[src/rtl/sample_uart_logger_pkg.sv]
// Shared constants, FSM state type and checksum helper for the sample UART logger.
package sample_uart_logger_pkg;

    localparam logic [7:0] HEADER_BYTE = 8'hA5;

    localparam logic [1:0] BYTE_HDR  = 2'd0;
    localparam logic [1:0] BYTE_DATA = 2'd1;
    localparam logic [1:0] BYTE_CSUM = 2'd2;

    typedef enum logic [2:0] {
        IDLE,
        LOAD,
        START,
        DATA,
        STOP
    } state_t;

    // Checksum byte closing every packet: header XOR sample.
    function automatic logic [7:0] packet_csum(input logic [7:0] sample);
        return HEADER_BYTE ^ sample;
    endfunction

endpackage

[src/rtl/sample_fifo.sv]
// Register-based sample FIFO with occupancy count and full/empty flags.
// Pushes while full and pops while empty are ignored.
module sample_fifo
    import sample_uart_logger_pkg::*;
#(
    parameter int FIFO_DEPTH = 8
) (
    input  logic                          clk,
    input  logic                          rst,
    input  logic                          push,
    input  logic [7:0]                    wr_data,
    input  logic                          pop,
    output logic [7:0]                    rd_data,
    output logic [$clog2(FIFO_DEPTH):0]   count,
    output logic                          full,
    output logic                          empty
);

    localparam int AW = $clog2(FIFO_DEPTH);
    localparam int CW = AW + 1;

    logic [7:0]    mem [FIFO_DEPTH];
    logic [AW-1:0] wr_ptr;
    logic [AW-1:0] rd_ptr;
    logic          do_push;
    logic          do_pop;

    assign full    = (count == CW'(FIFO_DEPTH));
    assign empty   = (count == '0);
    assign do_push = push && !full;
    assign do_pop  = pop && !empty;
    assign rd_data = mem[rd_ptr];

    // Storage array: data only, no reset needed.
    always_ff @(posedge clk) begin
        if (do_push) begin
            mem[wr_ptr] <= wr_data;
        end
    end

    // Pointers wrap naturally at the power-of-2 depth; count tracks occupancy.
    always_ff @(posedge clk or posedge rst) begin
        if (rst) begin
            wr_ptr <= '0;
            rd_ptr <= '0;
            count  <= '0;
        end else begin
            if (do_push) begin
                wr_ptr <= wr_ptr + AW'(1);
            end
            if (do_pop) begin
                rd_ptr <= rd_ptr + AW'(1);
            end
            case ({do_push, do_pop})
                2'b10:   count <= count + CW'(1);
                2'b01:   count <= count - CW'(1);
                default: count <= count;
            endcase
        end
    end

endmodule

[src/rtl/sample_uart_logger.sv]
// Buffers converter samples and streams each as a 3-byte 8N1 UART packet:
// HEADER, sample, HEADER^sample. Never back-pressures; drops set a sticky flag.
module sample_uart_logger
    import sample_uart_logger_pkg::*;
#(
    parameter int CLKS_PER_BIT = 868,
    parameter int FIFO_DEPTH   = 8
) (
    input  logic                          clk,
    input  logic                          rst,
    input  logic [7:0]                    sample_data,
    input  logic                          sample_valid,
    input  logic                          clear_ovf,
    output logic                          tx,
    output logic                          busy,
    output logic [$clog2(FIFO_DEPTH):0]   fifo_count,
    output logic                          overflow
);

    localparam int               BW        = (CLKS_PER_BIT > 2) ? $clog2(CLKS_PER_BIT) : 1;
    localparam logic [BW-1:0]    BAUD_LAST = BW'(CLKS_PER_BIT - 1);

    state_t        state, state_n;
    logic [BW-1:0] baud_cnt, baud_n;
    logic [2:0]    bit_cnt, bit_n;
    logic [1:0]    byte_idx, byte_n;
    logic [7:0]    shreg, shreg_n;
    logic [7:0]    sample_q, sample_n;
    logic          tx_n;
    logic          baud_last;

    logic          fifo_push;
    logic          fifo_pop;
    logic          fifo_full;
    logic          fifo_empty;
    logic [7:0]    fifo_rd_data;
    logic          drop;

    assign fifo_push = sample_valid && !fifo_full;
    assign drop      = sample_valid && fifo_full;
    assign baud_last = (baud_cnt == BAUD_LAST);

    sample_fifo #(
        .FIFO_DEPTH (FIFO_DEPTH)
    ) u_fifo (
        .clk     (clk),
        .rst     (rst),
        .push    (fifo_push),
        .wr_data (sample_data),
        .pop     (fifo_pop),
        .rd_data (fifo_rd_data),
        .count   (fifo_count),
        .full    (fifo_full),
        .empty   (fifo_empty)
    );

    // Next-state, counters and the registered value tx takes in the next state.
    always_comb begin
        state_n  = state;
        baud_n   = baud_cnt;
        bit_n    = bit_cnt;
        byte_n   = byte_idx;
        shreg_n  = shreg;
        sample_n = sample_q;
        fifo_pop = 1'b0;
        tx_n     = 1'b1;
        case (state)
            IDLE: begin
                if (!fifo_empty) begin
                    state_n = LOAD;
                end
            end
            LOAD: begin
                fifo_pop = 1'b1;
                sample_n = fifo_rd_data;
                shreg_n  = HEADER_BYTE;
                byte_n   = BYTE_HDR;
                baud_n   = '0;
                state_n  = START;
                tx_n     = 1'b0;
            end
            START: begin
                tx_n = 1'b0;
                if (baud_last) begin
                    baud_n  = '0;
                    bit_n   = '0;
                    state_n = DATA;
                    tx_n    = shreg[0];
                end else begin
                    baud_n = baud_cnt + BW'(1);
                end
            end
            DATA: begin
                tx_n = shreg[0];
                if (baud_last) begin
                    baud_n = '0;
                    if (bit_cnt == 3'd7) begin
                        state_n = STOP;
                        tx_n    = 1'b1;
                    end else begin
                        bit_n   = bit_cnt + 3'd1;
                        shreg_n = {1'b0, shreg[7:1]};
                        tx_n    = shreg[1];
                    end
                end else begin
                    baud_n = baud_cnt + BW'(1);
                end
            end
            STOP: begin
                tx_n = 1'b1;
                if (baud_last) begin
                    baud_n = '0;
                    case (byte_idx)
                        BYTE_HDR: begin
                            byte_n  = BYTE_DATA;
                            shreg_n = sample_q;
                            state_n = START;
                            tx_n    = 1'b0;
                        end
                        BYTE_DATA: begin
                            byte_n  = BYTE_CSUM;
                            shreg_n = packet_csum(sample_q);
                            state_n = START;
                            tx_n    = 1'b0;
                        end
                        default: begin
                            state_n = fifo_empty ? IDLE : LOAD;
                        end
                    endcase
                end else begin
                    baud_n = baud_cnt + BW'(1);
                end
            end
            default: begin
                state_n = IDLE;
            end
        endcase
    end

    // Control state and registered outputs; reset forces the line idle at once.
    always_ff @(posedge clk or posedge rst) begin
        if (rst) begin
            state    <= IDLE;
            baud_cnt <= '0;
            bit_cnt  <= '0;
            byte_idx <= BYTE_HDR;
            tx       <= 1'b1;
            busy     <= 1'b0;
        end else begin
            state    <= state_n;
            baud_cnt <= baud_n;
            bit_cnt  <= bit_n;
            byte_idx <= byte_n;
            tx       <= tx_n;
            busy     <= (state_n != IDLE);
        end
    end

    // Byte shifter and latched sample: datapath only, no reset.
    always_ff @(posedge clk) begin
        shreg    <= shreg_n;
        sample_q <= sample_n;
    end

    // Sticky overflow: a drop in the same cycle as clear_ovf keeps it set.
    always_ff @(posedge clk or posedge rst) begin
        if (rst) begin
            overflow <= 1'b0;
        end else if (drop) begin
            overflow <= 1'b1;
        end else if (clear_ovf) begin
            overflow <= 1'b0;
        end
    end

endmodule

[config.mk]
export PLATFORM = sky130hd
export DESIGN_NAME = sample_uart_logger
export DESIGN_NICKNAME = d
export VERILOG_FILES = /design/src/rtl/sample_uart_logger_pkg.sv /design/src/rtl/sample_fifo.sv /design/src/rtl/sample_uart_logger.sv
export SDC_FILE = /design/constraint.sdc
export NUM_CORES = 1
export LEC_CHECK = 0
export CAP_MARGIN = 20
export CORE_MARGIN = 2
export CORE_UTILIZATION = 60
export CTS_CLUSTER_DIAMETER = 100
export CTS_CLUSTER_SIZE = 8
export DETAILED_ROUTE_END_ITERATION = 8
export PLACE_DENSITY = 0.79
export SYNTH_ARGS = -nofsm -noshare
export SYNTH_HDL_FRONTEND = slang
export SYNTH_SLANG_ARGS = --single-unit
[constraint.sdc]
create_clock -name clk -period 3.4 [get_ports clk]
set_clock_uncertainty 0.15 [all_clocks]
set_input_delay 0.51 -clock clk [delete_from_list [all_inputs] [get_ports clk]]
set_output_delay 0.51 -clock clk [all_outputs]
set_load 0.01 [all_outputs]
==> results of run 1 <==
registers in the layout, indices dropped and copies added (netlist names):
name           cells
u_fifo.mem        64
byte_idx           2
sample_q           8
u_fifo.wr_ptr      3
baud_cnt          10
busy               1
tx                 1
overflow           1
bit_cnt            3
state              3
u_fifo.rd_ptr      3
shreg              8
u_fifo.count       4
worst max path at each step:
stage	from	to	slack [ns]	depth (start not counted)
CTS	state[0]	u_fifo.count[3]	0.48	8
global route	state[0]	u_fifo.count[3]	0.29	8
detailed placement	state[0]	u_fifo.count[3]	0.49	8
finish	state[0]	u_fifo.count[3]	0.47	8
floorplan	baud_cnt[0]	shreg[0]	0.76	6
global placement	state[0]	u_fifo.count[3]	0.61	8
per-layer routing:
metal	track usage [%]	routed length, um
met1	28.5	3560
met2	33.5	4170
met5	0	0
met4	7.61	101
met3	5.70	460
synthesized netlist by cell type, types with 2 or more instances:
cell type	count
a2111oi_1	3
a21o_1	3
a21oi_1	6
a22o_1	5
a31oi_1	2
a32oi_1	3
and2_1	2
and4b_1	2
buf_1	3
buf_2	5
clkbuf_1	9
dfrtp_1	30
edfxtp_1	80
ha_1	8
inv_1	9
mux2_2	10
mux2i_1	4
mux4_2	16
nand2_1	20
nand2b_1	2
nand3_1	8
nand3b_1	2
nand4_1	4
nor2_1	13
nor2b_1	4
nor3_1	8
nor3b_1	4
nor4_1	2
o211ai_1	5
o21ai_0	8
or2_2	2
or3_1	3
xnor2_1	14
xor2_1	3
layout by cell type (no fill, tap or decap), types with 5 or more instances in the layout:
cell	instances
a21oi_1	6
a22o_1	5
buf_4	13
clkbuf_8	9
clkdlybuf4s50_1	18
dfrtp_1	30
edfxtp_1	80
ha_1	8
inv_1	9
mux2_2	10
mux4_2	16
nand2_1	20
nand3_1	8
nor2_1	13
nor3_1	8
o211ai_1	5
o21ai_0	8
xnor2_1	14
metrics by stage:
step | hold WS (ns) | util [%] | cell area (um2) | total power, uW
after floorplan | 0.309 | - | 4850 | 2440
after global placement | 0.345 | 66.7 | 5180 | 2690
after detailed placement | 0.347 | 66.7 | 5180 | 2730
after CTS | 0.336 | 69.6 | 5410 | 3550
after global routing | 0.403 | 69.7 | 5410 | 3710
final | 0.343 | 69.7 | 5410 | 3520
where the power goes:
part / internal, uW / switching (uW) / total, uW
logic: 423 / 394 / 817
registers: 1690 / 189 / 1880
clock network: 309 / 513 / 821
total: 2420 / 1100 / 3520
layout make-up:
type | count | area [um2] | area share [%]
clock buffers | 9 | 124 | 2.29
repair buffers | 32 | 283 | 5.22
well taps | 102 | 128 | 2.36
inverters | 9 | 33.8 | 0.624
clock inverters | 7 | 101 | 1.87
flip-flops and latches | 111 | 3180 | 58.7
multi-input cells | 184 | 1570 | 28.9
cell families (layout without fill, tap and decap cells):
family                     count (synthesis)  in the layout  share of synthesized area (%)
DFF                                      111            111                           65.6
AOI/OAI and AO/OA                         46             46                           7.04
adders and majority gates                  9              9                           2.48
and+or+nand+nor                           82             82                           8.98
buffers and inverters                     27             57                           2.30
muxes                                     30             30                           10.6
xor gates and xnor gates                  17             17                           3.07
==> metrics.txt, run 1 <==
run status=finished, final reports clean; worst-case vdd ir drop=0.000494 V; #FFs+latches synth=111; fraction of layout cells with a size suffix above 1=17.9%; Clk pin slew, worst setup/hold paths=0.12 ns; first-pass GRT wire length=13800 um; Synth top area share=49.5%; number of H-tree levels=3; Die ar.=0.00882 mm2; syn_nets=343; Initial Utilization=62.4%; crit-path cells=or3b_2, nor2_1, ha_1, ha_1, a21o_1, a21oi_1, mux2i_1, xnor2_1; Hold Path Class=in -> async; clock buffer depth=2; PnR worst setup slack=0.473 ns; root buffer cell=clkbuf_8; Clk Latency, worst-skew pair=0.38 ns; Cells after Synth=322; Fmax achieved=342 MHz; GRT overflow=0; critical path launch point type=flip-flop; total number of vias=2758; max-slew violations=0; I/O pin cnt=19; total CTS buffers=9; most frequent CP cell=ha_1; leakage=0.00195 uW; GRT Util Overall=21.1%; First-pass DRT Iterations=4; cell row count=32; Die H=93.9 um; Crit-path slowest cell=dfrtp_1; vias in the first global route=2700; worst flop-to-flop path endpoint=u_fifo.count[3]; worst path arrival time=3.09 ns; power density cells=650 mW/mm2; crit share post-route=86.1%; DR WL/cell=18.3 um; post-detailed-routing wire length=8290 um; Hold Buf Count CTS=0; CP Class=reg -> reg; initial antenna violation count=0; CP peak stage delay=0.61 ns; Rel. slew slack=48.2%; number of antenna diodes=0; reg2reg start=state[0]; post-CTS sizing=0; GPL Wtd Cong=0.906; TritonCTS clock tree=done; R2R Setup Slk=0.47 ns; fillers=516; synth warn=0; Worst EP required=3.56 ns; drt via density=6.07; number of synthesized flops with an enable pin=80; DR iter-0 viols=134; syn avg cell area=15.1 um2; postcts setup bufs=0; area of the core=0.00777 mm2; fin cells=454; HPWL after detailed placement=5650 um; worst-margin pin slew=0.777 ns; minimum clock period=2.93 ns; Sink Count=111; Hold Vio Cnt, Final=0; crit path buf inv count=0; fraction of registers with async set/reset=27.9%; Max Cap Viol=0; cell area after synthesis=0.00485 mm2; area grow syn2layout=11.6%; Port Buffers=18; post-route setup TNS=0 ns; top post-synthesis cells by area=edfxtp_1 50%, dfrtp_1 15%, mux4_2 7.4%; ys flop type=edfxtp_1; post-synthesis sequential area ratio=65.6%; dpl ws=0.487 ns; Post-route DRC=0; Setup violations, final=0; placed cell count=437; worst-path fanout max=16; width of the die=93.9 um; cell taking the most area after synthesis=edfxtp_1; Final ANT Viol Nets=0; endpoint class of the critical path=flip-flop; RSZ-0062 raised after global routing=no; cells on worst reg2reg path=8; Layout Nets=368; CP top delay family=simple AND/OR/NAND/NOR gates; pin count of the biggest net entering global routing=25; Yosys cell types=54
No activity file was read; power rests on OpenSTA's default activity.
==> run 2: changes to the inputs <==
--- a/config.mk
+++ b/config.mk
@@ -9,7 +9,6 @@
 export CORE_MARGIN = 2
 export CORE_UTILIZATION = 60
 export CTS_CLUSTER_DIAMETER = 100
-export CTS_CLUSTER_SIZE = 8
 export DETAILED_ROUTE_END_ITERATION = 8
 export PLACE_DENSITY = 0.79
 export SYNTH_ARGS = -nofsm -noshare
==> results of run 2 <==
Final layout, timing and power as in run 1 (identical DEF).
==> run 3: changes to the inputs <==
--- a/config.mk
+++ b/config.mk
@@ -10,6 +10,7 @@
 export CORE_UTILIZATION = 60
 export CTS_CLUSTER_DIAMETER = 100
 export DETAILED_ROUTE_END_ITERATION = 8
+export GPL_TIMING_DRIVEN = 0
 export PLACE_DENSITY = 0.79
 export SYNTH_ARGS = -nofsm -noshare
 export SYNTH_HDL_FRONTEND = slang
==> metrics.txt, run 3 (synthesized netlist as in run 1, its figures left out) <==
crit share post-route=87.6%; number of antenna diodes=0; Final ANT Viol Nets=0; drt via density=6.08; Die ar.=0.00882 mm2; Hold Vio Cnt, Final=0; First-pass DRT Iterations=4; minimum clock period=2.98 ns; largest registers=u_fifo.mem: 64 flops, baud_cnt: 10 flops; total number of vias=2831; CP peak stage delay=0.67 ns; GRT Util Overall=22.3%; leakage=0.00195 uW; fillers=520; Crit-path slowest cell=nor4_1; Die H=93.9 um; most frequent cells in the layout=80 x edfxtp_1, 30 x dfrtp_1, 20 x nand2_1; largest reg by FF count=u_fifo.mem; Clk pin slew, worst setup/hold paths=0.12 ns; run status=finished, final reports clean; Pwr Total=3530 uW; most frequent CP cell=ha_1; power density cells=647 mW/mm2; postcts setup bufs=0; DR iter-0 viols=131; endpoint class of the critical path=flip-flop; Port Buffers=18; crit-path cells=nor4_1, nor2_1, ha_1, ha_1, a21o_1, a21oi_1, mux2i_1, xnor2_1; total CTS buffers=9; DR WL/cell=19.3 um; area of the core=0.00777 mm2; CP Class=reg -> reg; worst-margin pin slew=0.948 ns; Fmax achieved=336 MHz; RSZ-0062 raised after global routing=no; commonest non-fill, non-tap cell in the layout=edfxtp_1; GRT overflow=0; initial antenna violation count=0; Layout Nets=380; Max Cap Viol=0; area grow syn2layout=12.4%; Met2 Wirelength=4510 um; fraction of layout cells with a size suffix above 1=17.9%; Hold Buf Count CTS=0; cell row count=32; Worst Setup SP=u_fifo.count[0]; Clk Latency, worst-skew pair=0.37 ns; GPL Wtd Cong=0.880; Setup violations, final=0; critical path launch point type=flip-flop; post-detailed-routing wire length=9020 um; clock buffer depth=2; I/O pin cnt=19; width of the die=93.9 um; Post-route DRC=0; vias in the first global route=2879; met3 WL=388 um; number of H-tree levels=3; HPWL after detailed placement=6050 um; Sink Count=111; max-slew violations=0; post-CTS sizing=0; highest routed metal layer=met4; Initial Utilization=62.4%; reg2reg start=u_fifo.count[0]; worst path arrival time=3.13 ns; Metal-1 WL=3980 um; Rel. slew slack=36.6%; Hold Path Class=in -> async; root buffer cell=clkbuf_8; first-pass GRT wire length=14600 um; Worst EP required=3.55 ns; pin count of the biggest net entering global routing=24; worst-path fanout max=6; flip-flop count of the largest register after layout=64; worst-case vdd ir drop=0.000446 V; worst hold slack=0.284 ns; TritonCTS clock tree=done
## run 3: changes by cell type in the layout (fill, tap and decap cells not counted), moves of 2 or more
cell and change:
buf_1 +3, clkbuf_1 +9, buf_2 +7, buf_4 -8, clkinv_8 -2
## run 3: critical path, delay by kind of cell (launching register included)
kind                       cells  cell delay [ns]
muxes                          1             0.24
adders and majority gates      2             0.63
AOI/OAI and AO/OA              2             0.36
DFF                            1             0.47
and+or+nand+nor                2             0.92
xor gates and xnor gates       1             0.13
## run 3: worst paths after layout
path | end | slack (ns) | cells past startpoint
max in group asynchronous | tx | 2.26 | 3
worst max register to register | u_fifo.count[3] | 0.42 | 8
worst min register to register | byte_idx[0] | 0.34 | 1
worst max-delay path | u_fifo.count[3] | 0.42 | 8
worst min-delay path | u_fifo.count[1] | 0.28 | 2
min in group clk | byte_idx[0] | 0.34 | 1
## run 3: area by class of cell
cell class,count,area (um2),area share [%]
multi-input combinational,184,1580,28.9
sequential,111,3180,58.3
tap,102,128,2.34
clock buffer,9,124,2.27
buffer,18,77.6,1.42
inverter,9,33.8,0.620
timing repair buffer,26,253,4.64
clock inverter,7,81.3,1.49
## run 3: stage by stage
stage                     setup slack (ns)  TNS, ns  utilization (%)  cells  cell area (um2)
after floorplan                      0.760        0                -    322             4850
after global placement              -0.358    -4.70             66.4    442             5160
after detailed placement             0.160        0             67.5    449             5240
after CTS                            0.190        0             70.1    465             5450
after global routing                 0.319        0             70.2    466             5450
final                                0.423        0             70.2    466             5450
## run 3: where the power goes
group | internal (uW) | total, uW | switching (uW)
sequential | 1690 | 1850 | 159
combinational | 428 | 893 | 466
clock | 296 | 788 | 492
total | 2410 | 3530 | 1120
## run 3: metal layers
metal | track usage (%) | vias to the layer above
met2 | 37.2 | 84
met4 | 5.80 | 0
met3 | 4.25 | 14
met5 | 0 | -
li1 | - | 1308
met1 | 30.5 | 1425
